--- src/rtl/branch_hazard_unit.sv ---
// branch_hazard_unit
//   Stall/flush controller for the ID-stage branch resolution path of a
//   5-stage MIPS pipeline. It detects load-use hazards and branch operand
//   dependencies that ID-stage forwarding cannot cover. For each hazard it
//   holds PC and IF/ID for the required number of cycles and bubbles ID/EX.
//   It squashes the wrong-path fetch on a taken branch or jump, and keeps
//   saturating stall/flush performance counters.
//
// Ports
//   clk, rst                      clock, synchronous active-high reset
//   IF_ID_rs, IF_ID_rt            source registers of the ID instruction
//   IF_ID_isbranch, IF_ID_usesrt  ID instruction is beq/bne; reads rt
//   ID_EX_regres/MEMRead/RegWrite producer in EX
//   EX_MEM_regres/MEMRead/RegWrite producer in MEM
//   branch_taken, jump            ID redirect information
//   ext_stall                     memory wait, freezes the front end
//   PCWrite, IF_IDWrite           load enables
//   ID_EX_bubble, IF_ID_flush     bubble insert / wrong-path squash
//   stall_cycles, flush_count     saturating performance counters
module branch_hazard_unit #(
    parameter int unsigned CNT_W = 16
) (
    input  logic             clk,
    input  logic             rst,
    input  logic [4:0]       IF_ID_rs,
    input  logic [4:0]       IF_ID_rt,
    input  logic             IF_ID_isbranch,
    input  logic             IF_ID_usesrt,
    input  logic [4:0]       ID_EX_regres,
    input  logic             ID_EX_MEMRead,
    input  logic             ID_EX_RegWrite,
    input  logic [4:0]       EX_MEM_regres,
    input  logic             EX_MEM_MEMRead,
    input  logic             EX_MEM_RegWrite,
    input  logic             branch_taken,
    input  logic             jump,
    input  logic             ext_stall,
    output logic             PCWrite,
    output logic             IF_IDWrite,
    output logic             ID_EX_bubble,
    output logic             IF_ID_flush,
    output logic [CNT_W-1:0] stall_cycles,
    output logic [CNT_W-1:0] flush_count
);

    typedef enum logic {RUN, HOLD} state_t;

    state_t state, state_nxt;
    logic   rem, rem_nxt;

    logic ex_match, mem_match;
    logic hz_lu, hz_ba, hz_bl1, hz_bl2;
    logic hz_any;
    logic stall_drv;

    // A producer only matters if it writes a nonzero register that the ID
    // instruction actually reads.
    assign ex_match  = ID_EX_RegWrite && (ID_EX_regres != 5'd0) &&
                       ((ID_EX_regres == IF_ID_rs) ||
                        (IF_ID_usesrt && (ID_EX_regres == IF_ID_rt)));
    assign mem_match = EX_MEM_RegWrite && (EX_MEM_regres != 5'd0) &&
                       ((EX_MEM_regres == IF_ID_rs) ||
                        (IF_ID_usesrt && (EX_MEM_regres == IF_ID_rt)));

    assign hz_lu  = !IF_ID_isbranch && ID_EX_MEMRead  && ex_match;
    assign hz_ba  =  IF_ID_isbranch && !ID_EX_MEMRead && ex_match;
    assign hz_bl1 =  IF_ID_isbranch && ID_EX_MEMRead  && ex_match;
    assign hz_bl2 =  IF_ID_isbranch && EX_MEM_MEMRead && mem_match;
    assign hz_any = hz_lu || hz_ba || hz_bl1 || hz_bl2;

    // State register
    always_ff @(posedge clk) begin
        if (rst) begin
            state <= RUN;
            rem   <= 1'b0;
        end else begin
            state <= state_nxt;
            rem   <= rem_nxt;
        end
    end

    // Next-state logic; ext_stall freezes the FSM.
    always_comb begin
        state_nxt = state;
        rem_nxt   = rem;
        if (!ext_stall) begin
            unique case (state)
                RUN: begin
                    // Only a branch behind a load needs a second stall cycle.
                    if (hz_bl1) begin
                        state_nxt = HOLD;
                        rem_nxt   = 1'b1;
                    end
                end
                HOLD: begin
                    rem_nxt = rem - 1'b1;
                    if (rem_nxt == 1'b0) begin
                        state_nxt = RUN;
                    end
                end
                default: begin
                    state_nxt = RUN;
                    rem_nxt   = 1'b0;
                end
            endcase
        end
    end

    // Output logic (Mealy)
    always_comb begin
        PCWrite      = 1'b1;
        IF_IDWrite   = 1'b1;
        ID_EX_bubble = 1'b0;
        IF_ID_flush  = 1'b0;
        stall_drv    = 1'b0;
        if (rst) begin
            // Normal enables, no flush, whatever the other inputs are.
        end else if (ext_stall) begin
            PCWrite    = 1'b0;
            IF_IDWrite = 1'b0;
        end else if ((state == HOLD) || hz_any) begin
            // branch_taken is not trusted while operands are still in flight.
            PCWrite      = 1'b0;
            IF_IDWrite   = 1'b0;
            ID_EX_bubble = 1'b1;
            stall_drv    = 1'b1;
        end else begin
            IF_ID_flush = jump || (IF_ID_isbranch && branch_taken);
        end
    end

    // Saturating performance counters
    always_ff @(posedge clk) begin
        if (rst) begin
            stall_cycles <= '0;
            flush_count  <= '0;
        end else begin
            if (stall_drv && (stall_cycles != '1)) begin
                stall_cycles <= stall_cycles + CNT_W'(1);
            end
            if (IF_ID_flush && (flush_count != '1)) begin
                flush_count <= flush_count + CNT_W'(1);
            end
        end
    end

endmodule

--- config.mk ---
export PLATFORM = sky130hd
export DESIGN_NAME = branch_hazard_unit
export DESIGN_NICKNAME = d
export VERILOG_FILES = /design/src/rtl/branch_hazard_unit.sv
export SDC_FILE = /design/constraint.sdc
export NUM_CORES = 1
export LEC_CHECK = 0
export ABC_AREA = 1
export BUFFER_PORTS_ARGS = -buffer_cell sky130_fd_sc_hd__buf_2
export CORE_MARGIN = 3
export CORE_UTILIZATION = 40
export DETAILED_ROUTE_END_ITERATION = 8
export GPL_TIMING_DRIVEN = 1
export MAX_ROUTING_LAYER = met4
export PLACE_DENSITY = 0.66
export SETUP_SLACK_MARGIN = 0.02
export SYNTH_ARGS = -nofsm -noshare
export SYNTH_HDL_FRONTEND = slang
export SYNTH_SLANG_ARGS = --single-unit
--- constraint.sdc ---
create_clock -name clk -period 5.2 [get_ports clk]
set_input_delay 0.26 -clock clk [delete_from_list [all_inputs] [get_ports clk]]
set_output_delay 0.26 -clock clk [all_outputs]
set_load 0.02 [all_outputs]
==> results.txt, run 1 <==
----------------------------------------------------
[Die]
  Cell Rows ... 28
  Effective utilization at floorplan ... approximately two fifths
  Core area ... ~6000 um^2
  Ports ... between 60 and 70
  Die span in y ... roughly 85 um
  Die span in x ... approximately 85 um
  Die ar. ... a little over 7000 um^2

[Global routing]
  Global-route track usage on met2 ... 28.74%
  Number of antenna violations at the first check in global routing ... 0
  Met1 track demand over resource in global routing ... 23.70%
  Largest net degree at the start of global routing ... 33
  Total grt overflow ... 0
  Vias in the first global route ... roughly 2300
  Global routing met3 resource utilization ... 3.592%
  Total routing usage reported by global routing ... roughly 18%
  Global-route wire length before repair ... between 10000 and 15000 um
  Layer with the highest usage ... met2

[Power and ir drop]
  Clock share of power ... between 30 and 40%
  Power density relative to cell area ... roughly 180 nW/um^2
  Switching portion of total power ... 26.56%
  Net switching component of the power ... roughly 140 uW
  Leakage power total ... 0.001439 uW
  Internal power contribution ... approximately 390 uW
  VDD IR max ... between 0.00015 and 0.0002 V
  Sequential group share of total power ... 49.2%
  Gate power share ... 13.4%

[Clock network]
  H-tree lvl count ... 2
  Root buffer selected by CTS ... sky130_fd_sc_hd__clkbuf_8
  Clock tree from TritonCTS ... built
  Inserted Clock Buffers ... 5
  Hold bufs inserted after CTS ... 0
  CTS Sinks ... 34
  Clock transition at the registers of the reported paths ... ~0.07 ns
  Post-CTS Repair Setup Buffers ... 0
  Post-cts sizing count ... 0
  Clock latency of the later-clocked register in the worst-skew pair ... 0.28 ns
  CTS max path bufs ... 2

[Timing]
  Final setup vio count ... 0
  Setup_tns ... 0 ns
  Worst max-slew margin expressed relative to the limit ... between 50% and 60%
  Maximum operating frequency ... between 400 and 500 MHz
  Period Utilization, post-route ... approximately two fifths
  Slew at the pin with the worst max-slew slack ... about 0.69 ns
  RSZ-0062 raised after global routing ... false
  Pins over their slew limit ... 0
  Hold Violations, Final ... 0
  Clock skew after layout ... about 0.0035 ns
  Final critical-path required period ... 2.042 ns

[Logic synthesis]
  Synth top area share ... a little over a quarter
  Cell area after technology mapping ... 2512 um^2
  Mean instance size in the synthesized netlist ... 6.442 um^2
  Flip-flop and latch count after synthesis ... 34
  Yosys top cell by area ... sky130_fd_sc_hd__dfxtp_1
  Post-synthesis net count ... ~420
  Dominant cells by area after synthesis ... sky130_fd_sc_hd__dfxtp_1 (27%), sky130_fd_sc_hd__nand2_1 (18%), sky130_fd_sc_hd__nand4_1 (8.0%)
  Warnings, synthesis ... 0
  Count of distinct cell types in the synthesized netlist ... 31
  Number of instances in the synthesized netlist ... just under 400
  Share of the yosys chip area belonging to registers ... a little over a quarter

[Routing]
  Drt first pass iters ... 4
  Overall via count from detail_route ... ~2600
  DRC viols ... 0
  Detailed-route wire length ... ~6400 um
  Count of antenna-violating nets left after detailed routing ... 0
  Drt first-iter violations ... 130
  Post-DR wirelength/cell ... between 10 and 15 um
  Number of vias per cell ... around 5.0

[Layout]
  Most frequent standard cell in the layout excluding fill and tap cells ... sky130_fd_sc_hd__nand2_1
  Final Net Count ... 483
  Leading cell types in the layout, fill and taps excluded ... sky130_fd_sc_hd__nand2_1 (121), sky130_fd_sc_hd__buf_2 (66), sky130_fd_sc_hd__nor2_1 (41)
  Post-Layout Inst Area ... around 3000 um^2
  Antenna diode instance count ... 0
  Sequential Area ... a little under 700 um^2
  Total area of multi-input combinational cells ... approximately 1600 um^2
  Layout fillers ... about 640
  Area overhead of the layout relative to synthesis ... 17.48%
  Share of layout cells above drive strength 1 ... between 20% and 30%

[Flow run]
  Number of max-capacitance violations reported ... 0

[Worst hold path]
  Tightest Hold Check Type ... primary input to flip-flop

[Setup path]
  CP max FO ... 32
  Series of cell instances along the critical path ... buf_2, nor2_2, nand2_1, nor2_1, buf_2
  Endpoint arrival time on the critical path ... between 1.5 and 2 ns
  Family with the most delay on the worst path ... simple AND/OR/NAND/NOR gates
  Cell repeated most along the worst path ... sky130_fd_sc_hd__buf_2
  Required time at the endpoint of the critical path ... a little under 5 ns
  Critical path start-end classification ... primary input to primary output
  Crit-path slowest cell ... sky130_fd_sc_hd__nor2_2
  CP bufs+invs ... 2
  Stage delay of the slowest cell on the critical path ... between 0.6 and 0.7 ns
  Type of element capturing the critical path ... primary output
  Setup crit start kind ... primary input

[Outcome]
  Run status ... completed

[Placed design]
  Count of port buffers added during placement ... 66
  Routability congestion estimate from global placement ... around 0.86
  Sum of net half-perimeters after detailed placement ... slightly below 5000 um
  Cell area after placement ... about 2900 um^2

----------------------------------------------------
registers in the layout, indices dropped and copies added (netlist names):
register,cells
state,1
rem,1
stall_cycles,16
flush_count,16
routing by layer:
| metal | part of all wire, % | vias to the layer above |
|---|---|---|
| li1 | - | 1380 |
| met2 | 47 | 71 |
| met1 | 47 | 1159 |
| met5 | 0 | - |
| met4 | 0.61 | 0 |
| met3 | 5.8 | 5 |
cells in the mapped netlist:
| cell | count |
|---|---|
| sky130_fd_sc_hd__o21ai_1 | 1 |
| sky130_fd_sc_hd__nand3_4 | 2 |
| sky130_fd_sc_hd__nand3_1 | 20 |
| sky130_fd_sc_hd__dfxtp_1 | 34 |
| sky130_fd_sc_hd__inv_2 | 10 |
| sky130_fd_sc_hd__a21oi_1 | 29 |
| sky130_fd_sc_hd__ha_1 | 2 |
| sky130_fd_sc_hd__nand2_2 | 1 |
| sky130_fd_sc_hd__nor3_2 | 1 |
| sky130_fd_sc_hd__buf_6 | 2 |
| sky130_fd_sc_hd__o21bai_1 | 1 |
| sky130_fd_sc_hd__nand3_2 | 1 |
| sky130_fd_sc_hd__nor3_1 | 5 |
| sky130_fd_sc_hd__inv_1 | 35 |
| sky130_fd_sc_hd__nor3b_2 | 1 |
| sky130_fd_sc_hd__xnor2_1 | 13 |
| sky130_fd_sc_hd__nor3_4 | 2 |
| sky130_fd_sc_hd__clkbuf_1 | 7 |
| sky130_fd_sc_hd__o21ai_0 | 1 |
| sky130_fd_sc_hd__nor2_2 | 1 |
| sky130_fd_sc_hd__nand4_4 | 3 |
| sky130_fd_sc_hd__a21oi_2 | 1 |
| sky130_fd_sc_hd__buf_2 | 1 |
| sky130_fd_sc_hd__xor2_1 | 16 |
| sky130_fd_sc_hd__nand4_1 | 32 |
| sky130_fd_sc_hd__buf_4 | 3 |
| sky130_fd_sc_hd__nor2_4 | 1 |
| sky130_fd_sc_hd__nand2_1 | 121 |
| sky130_fd_sc_hd__a21o_1 | 1 |
| sky130_fd_sc_hd__nor2_1 | 41 |
| sky130_fd_sc_hd__nand3b_1 | 1 |
worst min-delay path, cell delays in order:
cell and delay (ns):
sky130_fd_sc_hd__buf_2 0.14, sky130_fd_sc_hd__nand2_1 0.07, sky130_fd_sc_hd__a21oi_1 0.06
power groups by stage:
stage	combinational [uW]	sequential, uW	clock [uW]
2_1_floorplan	45.3	270	0
3_3_place_gp	70.6	269	0
3_5_place_dp	71.7	269	0
4_1_cts	71.9	263	206
5_1_grt	81.2	263	217
6_report	71.9	263	200
metrics by stage:
step,instances,worst slack (ns),hold slack [ns],utilization (%),total power (uW)
global placement,518,3.043,0.4504,47.74,339.6
detailed placement,518,2.979,0.4756,47.74,340.8
floorplan,390,3.123,0.4075,-,315.8
global route,526,2.998,0.3024,49.27,561.2
finish,526,3.158,0.2958,49.27,535.3
CTS,526,3.180,0.2872,49.27,540.9
cell families after synthesis:
| logic type | after synthesis | share of synthesized area, % |
|---|---|---|
| xor+xnor | 29 | 10.11 |
| compound gates | 34 | 7.121 |
| simple gates | 233 | 44.92 |
| flops | 34 | 27.09 |
| buf+inv | 58 | 9.761 |
| fa+ha+maj | 2 | 0.9959 |
path summary, 6_finish.rpt:
path,from,end,slack [ns],cells after the start
max,rst,IF_ID_flush,3.16,5
min,ext_stall,state,0.30,3
max reg2reg,stall_cycles[0],stall_cycles[0],3.20,8
min reg2reg,rem,rem,0.48,2
layout make-up:
| class | count | area share [%] |
|---|---|---|
| clock buffer | 7 | 2.925 |
| clock inverter | 1 | 0.1696 |
| inverter | 45 | 5.723 |
| multi-input combinational | 298 | 53.75 |
| timing repair buffer | 66 | 11.19 |
| tap | 75 | 3.179 |
| sequential | 34 | 23.06 |
Note: power is estimated with default switching activity, not from simulation.
==> run 2, diff against run 1 <==
- clock period: 5.2 -> 1.9 ns (I/O delays scaled with it)
==> run 2 against run 1 <==
Worst hold slack got worse by 0.16 ns. Cell count increased by 3.4%. Register-to-register slack got worse by 3.1 ns. Clock-buffer cell count decreased by 1. Die area stayed put. Routed wire length rose by 5.4%. Utilization rose by 3.7 points. Clock power increased to 4.2 times the previous value. Sequential share of layout area fell by 1.6 points. Cell area increased by 7.5%. Global-route usage grew 1.1 points. Critical path type is now flip-flop to flip-flop.
==> results.txt, run 2 (same netlist as run 1, synthesis figures left out) <==
----------------------------------------------------
[Outcome]
  Run status ... completed

[Setup path]
  Crit-path slowest cell ... sky130_fd_sc_hd__dfxtp_1
  Stage delay of the slowest cell on the critical path ... 0.39 ns (-0.23 ns)
  Worst path depth ... 7 (+2)
  Critical path start-end classification ... flip-flop to flip-flop
  Worst r2r path cells ... 7 (-1)
  Type of element capturing the critical path ... flip-flop
  Launch point of the worst reg-to-reg path ... flush_count[1]
  Endpoint arrival time on the critical path ... 1.92 ns (+0.14 ns)
  Setup crit start kind ... flip-flop
  CP bufs+invs ... 1 (-1)
  Series of cell instances along the critical path ... ha_2, nand2_2, nor3_4, nand4_4, buf_4, nand4_1, a21oi_1
  Required time at the endpoint of the critical path ... 2.07 ns (-2.87 ns)
  CP max FO ... 13 (-59%)
  Flop-to-flop setup slack ... 0.15 ns (-3.05 ns)
  Family with the most delay on the worst path ... simple AND/OR/NAND/NOR gates
  Capturing point of the worst reg2reg path ... flush_count[13]

[Clock network]
  Hold bufs inserted after CTS ... 0 (unchanged)
  CTS max path bufs ... 2 (unchanged)
  Root buffer selected by CTS ... sky130_fd_sc_hd__clkbuf_8
  Clock transition at the registers of the reported paths ... 0.08 ns (about the same)
  CTS Sinks ... 34 (unchanged)
  Clock latency of the later-clocked register in the worst-skew pair ... 0.29 ns (about the same)
  Clock tree from TritonCTS ... built
  Inserted Clock Buffers ... 5 (unchanged)
  H-tree lvl count ... 2 (unchanged)

[Power and ir drop]
  VDD IR max ... 0.0003517 V (+92%)
  Internal power contribution ... 1348 uW (+240%)
  Power density relative to cell area ... 558.7 nW/um^2 (+210%)
  Leakage power total ... 0.001542 uW (+7.2%)
  PnR Total Power ... 1772 uW (+230%)
  Sequential group share of total power ... 40.7% (-8.5 points)
  Clock share of power ... 47.7% (+10 points)
  Gate power share ... 11.6% (-1.8 points)
  Net switching component of the power ... 424.6 uW (+200%)
  Switching portion of total power ... 23.96% (-2.6 points)

[Die]
  Core area ... 5991 um^2 (unchanged)
  Ports ... 67 (unchanged)
  Die span in y ... 85.25 um (unchanged)
  Effective utilization at floorplan ... 41.94% (unchanged)
  Cell Rows ... 28 (unchanged)
  Die span in x ... 85.25 um (unchanged)
  Die ar. ... 7268 um^2 (unchanged)

[Layout]
  Final Net Count ... 501 (+3.7%)
  Sequential Area ... 681.9 um^2 (+0.18%)
  Most frequent standard cell in the layout excluding fill and tap cells ... sky130_fd_sc_hd__nand2_1
  Top Registers ... flush_count: 16 flops, stall_cycles: 16 flops
  Area overhead of the layout relative to synthesis ... 26.24%
  Layout fillers ... 600 (-6.7%)
  Share of layout cells above drive strength 1 ... 25.80% (+4.3 points)
  Antenna diode instance count ... 0 (unchanged)
  Leading cell types in the layout, fill and taps excluded ... sky130_fd_sc_hd__nand2_1 (121), sky130_fd_sc_hd__buf_2 (66), sky130_fd_sc_hd__nor2_1 (41)
  Total area of multi-input combinational cells ... 1634 um^2 (+3.0%)
  Post-route non-filler standard cell count ... 544 (+3.4%)

[Flow run]
  Number of max-capacitance violations reported ... 0 (unchanged)

[Global routing]
  Vias in the first global route ... 2460 (+6.0%)
  Total grt overflow ... 0 (unchanged)
  Total routing usage reported by global routing ... 18.97% (+1.1 points)
  Number of antenna violations at the first check in global routing ... 0 (unchanged)
  Global-route wire length before repair ... 11090 um (+4.9%)
  Largest net degree at the start of global routing ... 32 (-3.0%)

[Worst hold path]
  Worst hold path startpoint ... ext_stall
  Hold path cells ... 3 (unchanged)
  Tightest Hold Check Type ... primary input to flip-flop
  Endpoint of the worst hold-timing path ... state

[Timing]
  Final setup vio count ... 0 (unchanged)
  Period Utilization, post-route ... between 90% and 100%
  Maximum operating frequency ... roughly 570 MHz
  Pins over their slew limit ... 0 (unchanged)
  Clock skew after layout ... 0.007747 ns (+0.004231 ns)
  Slew at the pin with the worst max-slew slack ... 0.3884 ns (-0.3062 ns)
  Setup_tns ... 0 ns (unchanged)
  RSZ-0062 raised after global routing ... false
  Hold Violations, Final ... 0 (unchanged)
  Worst max-slew margin expressed relative to the limit ... 73.91% (+20 points)
  Final critical-path required period ... between 1.5 and 2 ns

[Placed design]
  Sum of net half-perimeters after detailed placement ... 4903 um (about the same)
  Routability congestion estimate from global placement ... 0.9125 (+5.6%)
  Placed Instances ... 530 (+2.3%)
  Count of port buffers added during placement ... 66 (unchanged)

[Routing]
  Overall via count from detail_route ... 2759 (+5.5%)
  DRC viols ... 0 (unchanged)
  Drt first pass iters ... 5 (+1)
  Number of vias per cell ... 5.072 (+2.0%)
  Post-DR wirelength/cell ... 12.41 um (+1.9%)
  Detailed-route wire length ... 6752 um (+5.4%)
  Count of antenna-violating nets left after detailed routing ... 0 (unchanged)
  Drt first-iter violations ... 189 (+45%)

----------------------------------------------------
## run 2: changes by cell type in the layout (fill, tap and decap cells not counted), sizes merged
| cell | previous run | this run |
|---|---|---|
| buf | 66 | 82 |
| clkbuf | 7 | 6 |
| nand3 | 23 | 24 |
| clkinv | 1 | 0 |
| nand4 | 35 | 36 |
| bufinv | 0 | 2 |
## run 2: cell type report
type	count	area share (%)
multi-input combinational	300	51.52
tap	75	2.959
sequential	34	21.50
inverter	45	5.325
timing repair buffer	82	14.20
clock inverter	2	1.893
clock buffer	6	2.604
## run 2: how the worst max path moves through the flow
stage                                from          endpoint
after CTS                 stall_cycles[0]   stall_cycles[8]
after detailed placement  stall_cycles[0]   stall_cycles[0]
final                      flush_count[1]   flush_count[13]
after global routing       flush_count[1]   flush_count[12]
after global placement     flush_count[1]   flush_count[12]
after floorplan           stall_cycles[1]  stall_cycles[15]
## run 2: worst register-to-register path, stage by stage (launching register included)
cell and delay [ns]:
sky130_fd_sc_hd__dfxtp_1 0.39, sky130_fd_sc_hd__ha_2 0.23, sky130_fd_sc_hd__nand2_2 0.08, sky130_fd_sc_hd__nor3_4 0.34, sky130_fd_sc_hd__nand4_4 0.18, sky130_fd_sc_hd__buf_4 0.23, sky130_fd_sc_hd__nand4_1 0.11, sky130_fd_sc_hd__a21oi_1 0.07
## run 2: through the flow
stage	area, um^2	hold WS (ns)	utilization, %	setup WS, ns
global placement	2950	0.4094	49.25	0.1080
detailed placement	2950	0.4409	49.25	0.06997
floorplan	2512	0.2425	-	0.08321
CTS	3093	0.1339	51.63	0.04013
finish	3172	0.1378	52.94	0.1472
global route	3172	0.1403	52.94	0.006593
## run 2: power by group through the flow
stage / logic (uW) / registers, uW / clock network (uW)
finish: 206 / 720 / 846
CTS: 202 / 720 / 861
detailed placement: 202 / 737 / 0
global placement: 199 / 736 / 0
floorplan: 124 / 740 / 0
global route: 234 / 721 / 889
## run 2: what timing repair did
item                                    in CTS  in global routing
gates resized for setup                      0                  6
buffers inserted                             0                  4
endpoints found under the setup margin       0                 21
## run 2: routing by layer
metal  GRT usage (%)  vias up  share of wire [%]
li1                -     1424                  -
met1           24.29     1246                 45
met2           31.07       83                 47
met3           3.204        6                6.6
met4           4.748        0               0.98
met5               -        -                  0
==> run 3, diff against run 2 <==
- ABC_AREA: 1 -> not set
- PLACE_DENSITY: 0.66 -> 0.69
==> run 3 against run 2 <==
The run now ends with negative setup slack left. Clock-buffer cell count stayed put. Utilization grew 14 points. Maximum frequency decreased by 11%. Global-route usage up 0.13 points. Synthesized cell count fell by 39%. Critical path depth unchanged. Clock power fell by 33%. Cell count fell by 22%. Worst hold slack gained 0.079 ns. Critical endpoint is now stall_cycles[13].
==> results.txt, run 3 <==
----------------------------------------------------
[Timing]
  Slew at the pin with the worst max-slew slack ... 0.4409 ns (+0.05255 ns)
  Fin worst setup slack ... -0.07815 ns (-0.2254 ns)
  Pins over their slew limit ... 0 (unchanged)
  Final setup vio count ... 11 (+11)
  RSZ-0062 raised after global routing ... true
  Period Utilization, post-route ... 104.1% (+12 points)
  Clock skew after layout ... 0.007856 ns (+0.0001089 ns)
  Maximum operating frequency ... 505.5 MHz (-11%)
  Final critical-path required period ... 1.978 ns (+0.2254 ns)
  Final Hold Slack ... 0.2173 ns (+0.07942 ns)
  Worst max-slew margin expressed relative to the limit ... 70.50% (-3.4 points)
  Hold Violations, Final ... 0 (unchanged)

[Placed design]
  Dpl ws ... -0.3678 ns (-0.4378 ns)
  Placed Instances ... 413 (-22%)
  Count of port buffers added during placement ... 66 (unchanged)
  Sum of net half-perimeters after detailed placement ... 4158 um (-15%)
  Routability congestion estimate from global placement ... 0.8303 (-9.0%)
  Cell area after placement ... 2815 um^2 (-4.6%)

[Layout]
  End-of-flow core utilization ... 67.32% (+14 points)
  Leading cell types in the layout, fill and taps excluded ... sky130_fd_sc_hd__buf_2 (60), sky130_fd_sc_hd__buf_4 (54), sky130_fd_sc_hd__xnor2_1 (25), sky130_fd_sc_hd__nor2_1 (25), sky130_fd_sc_hd__dfxtp_1 (19)
  Post-route non-filler standard cell count ... 426 (-22%)
  Top Registers ... flush_count: 16 flops, stall_cycles: 16 flops
  Final Net Count ... 393 (-22%)
  Antenna diode instance count ... 0 (unchanged)
  Share of layout cells above drive strength 1 ... 48.20% (+22 points)
  Post-Layout Inst Area ... 3073 um^2 (-3.1%)
  Most frequent standard cell in the layout excluding fill and tap cells ... sky130_fd_sc_hd__buf_2
  Area overhead of the layout relative to synthesis ... 54.95%

[Power and ir drop]
  Gate power share ... 14.6% (+3.0 points)
  Clock share of power ... 37.7% (-10 points)
  VDD IR max ... 0.0004240 V (+21%)
  Net switching component of the power ... 378.3 uW (-11%)
  Power density relative to cell area ... 486.2 nW/um^2 (-13%)
  Leakage power total ... 0.001343 uW (-13%)
  Sequential group share of total power ... 47.7% (+7.0 points)
  Internal power contribution ... 1116 uW (-17%)
  Switching portion of total power ... 25.32% (+1.4 points)

[Die]
  Core area ... 4564 um^2 (-24%)
  Die span in x ... 76.41 um (-10%)
  Effective utilization at floorplan ... 43.45% (+1.5 points)
  Die ar. ... 5838 um^2 (-20%)
  Ports ... 67 (unchanged)
  Cell Rows ... 24 (-14%)
  Die span in y ... 76.41 um (-10%)

[Outcome]
  Run status ... complete, but fails checks
  Violated checks ... negative setup slack

[Setup path]
  Setup crit start kind ... flip-flop
  CP max FO ... 3 (-10)
  Endpoint arrival time on the critical path ... 2.15 ns (+0.23 ns)
  Stage delay of the slowest cell on the critical path ... 0.32 ns (-0.07 ns)
  Cell repeated most along the worst path ... sky130_fd_sc_hd__and3_4
  Type of element capturing the critical path ... flip-flop
  Required time at the endpoint of the critical path ... 2.07 ns (about the same)
  Series of cell instances along the critical path ... and3_4, and3_4, a311oi_4, buf_4, nand4b_1, nor3_2, mux2_4
  Crit-path slowest cell ... sky130_fd_sc_hd__dfxtp_2
  Critical path start-end classification ... flip-flop to flip-flop

[Routing]
  Overall via count from detail_route ... 2204 (-20%)
  DRC viols ... 0 (unchanged)
  Detailed-route wire length ... 5593 um (-17%)
  Number of vias per cell ... 5.174 (+2.0%)
  Post-DR wirelength/cell ... 13.13 um (+5.8%)
  Count of antenna-violating nets left after detailed routing ... 0 (unchanged)
  Drt first pass iters ... 4 (-1)
  Drt first-iter violations ... 70 (-63%)

[Global routing]
  Largest net degree at the start of global routing ... 32 (unchanged)
  Number of antenna violations at the first check in global routing ... 0 (unchanged)
  Total routing usage reported by global routing ... 19.10% (+0.13 points)
  Global-route wire length before repair ... 9177 um (-17%)
  Total grt overflow ... 0 (unchanged)
  Vias in the first global route ... 2048 (-17%)

[Clock network]
  Clock tree from TritonCTS ... built
  Inserted Clock Buffers ... 5 (unchanged)
  H-tree lvl count ... 2 (unchanged)
  CTS max path bufs ... 2 (unchanged)
  Root buffer selected by CTS ... sky130_fd_sc_hd__clkbuf_8
  Clock transition at the registers of the reported paths ... 0.08 ns (about the same)
  CTS Sinks ... 34 (unchanged)
  Clock latency of the later-clocked register in the worst-skew pair ... 0.28 ns (about the same)

[Logic synthesis]
  Share of synthesized flip-flops with an asynchronous set or reset ... 0% (unchanged)
  Cell area after technology mapping ... 1983 um^2 (-21%)
  Post-synthesis net count ... 272 (-36%)
  Yosys top cell by area ... sky130_fd_sc_hd__dfxtp_1
  Warnings, synthesis ... 0 (unchanged)
  Flip-flop and latch count after synthesis ... 34 (unchanged)
  Number of synthesized flops with an enable pin ... 0 (unchanged)
  Count of distinct cell types in the synthesized netlist ... 41 (+32%)
  Number of instances in the synthesized netlist ... 239 (-39%)
  Share of the yosys chip area belonging to registers ... 34.32% (+7.2 points)
  Mean instance size in the synthesized netlist ... 8.298 um^2 (+29%)
  Cell with the most instances after synthesis ... sky130_fd_sc_hd__dfxtp_1
  Most used flip-flop cell after synthesis ... sky130_fd_sc_hd__dfxtp_1
  Commonest cells in the synthesized netlist ... sky130_fd_sc_hd__dfxtp_1 (34), sky130_fd_sc_hd__nor2_1 (27), sky130_fd_sc_hd__xnor2_1 (27)
  Synth top area share ... 34.32% (+7.2 points)
  Dominant cells by area after synthesis ... sky130_fd_sc_hd__dfxtp_1 (34%), sky130_fd_sc_hd__xnor2_1 (12%), sky130_fd_sc_hd__nor2_1 (5.1%)

[Worst hold path]
  Tightest Hold Check Type ... primary input to flip-flop

[Flow run]
  Number of max-capacitance violations reported ... 0 (unchanged)

----------------------------------------------------
==> run 3: power groups by stage <==
stage / sequential, uW / combinational, uW / clock, uW
floorplan: 734 / 99.0 / 0
global placement: 730 / 191 / 0
detailed placement: 730 / 194 / 0
CTS: 713 / 203 / 579
global route: 714 / 237 / 620
finish: 713 / 218 / 563
==> run 3: critical path: cells and delay by family (launching register included) <==
| kind | cells | cell delay [ns] |
|---|---|---|
| simple gates | 4 | 0.77 |
| buf+inv | 1 | 0.16 |
| mux | 1 | 0.32 |
| flops | 1 | 0.32 |
| compound gates | 1 | 0.30 |
==> run 3: cell families (layout without fill, tap and decap cells) <==
family,Yosys count,count (layout),synth area share [%]
compound gates,32,32,10.35
buf+inv,11,133,2.776
mux,13,13,6.877
xor+xnor,29,29,12.81
simple gates,118,118,31.61
flops,34,34,34.32
fa+ha+maj,2,2,1.262
==> run 3: stage by stage <==
step,power (uW),setup TNS [ns]
6_report,1494,-0.2578
3_5_place_dp,924.5,-6.589
2_1_floorplan,833.4,-0.2719
4_1_cts,1495,-0.5294
3_3_place_gp,921.0,-5.907
5_1_grt,1570,-1.866
==> run 3: path summary, 6_finish.rpt <==
| kind | startpoint | endpoint | slack (ns) | cells after the start |
|---|---|---|---|---|
| worst min-delay path | ext_stall | state | 0.22 | 3 |
| worst min register to register | rem | rem | 0.51 | 2 |
| worst max register to register | stall_cycles[10] | stall_cycles[13] | -0.08 | 7 |
| worst max-delay path | stall_cycles[10] | stall_cycles[13] | -0.08 | 7 |
==> run 3: cell type report <==
type                            count  area, um^2
Fill cell                         410        1491
Multi-Input combinational cell    194        1386
Timing Repair Buffer              122       795.8
Sequential cell                    34       704.4
Clock buffer                        6       82.58
Tap cell                           65       81.33
Clock inverter                      2       11.26
Inverter                            3       11.26
==> run 3: per-layer routing <==
| layer | routed length [um] | GRT usage (%) | up-vias | part of all wire (%) |
|---|---|---|---|---|
| li1 | - | - | 1098 | - |
| met1 | 2543 | 23.81 | 1038 | 45 |
| met2 | 2684 | 31.02 | 58 | 48 |
| met3 | 282 | 4.846 | 10 | 5.0 |
| met4 | 83 | 4.529 | 0 | 1.5 |
| met5 | 0 | - | - | 0 |
==> run 3: repair_timing <==
action / in CTS / in global routing
resized for setup: 10 / 20
hold buffers: 0 / 0
pin swaps: 10 / 17
setup endpoints to repair: 21 / 29
buffers inserted: 1 / 5
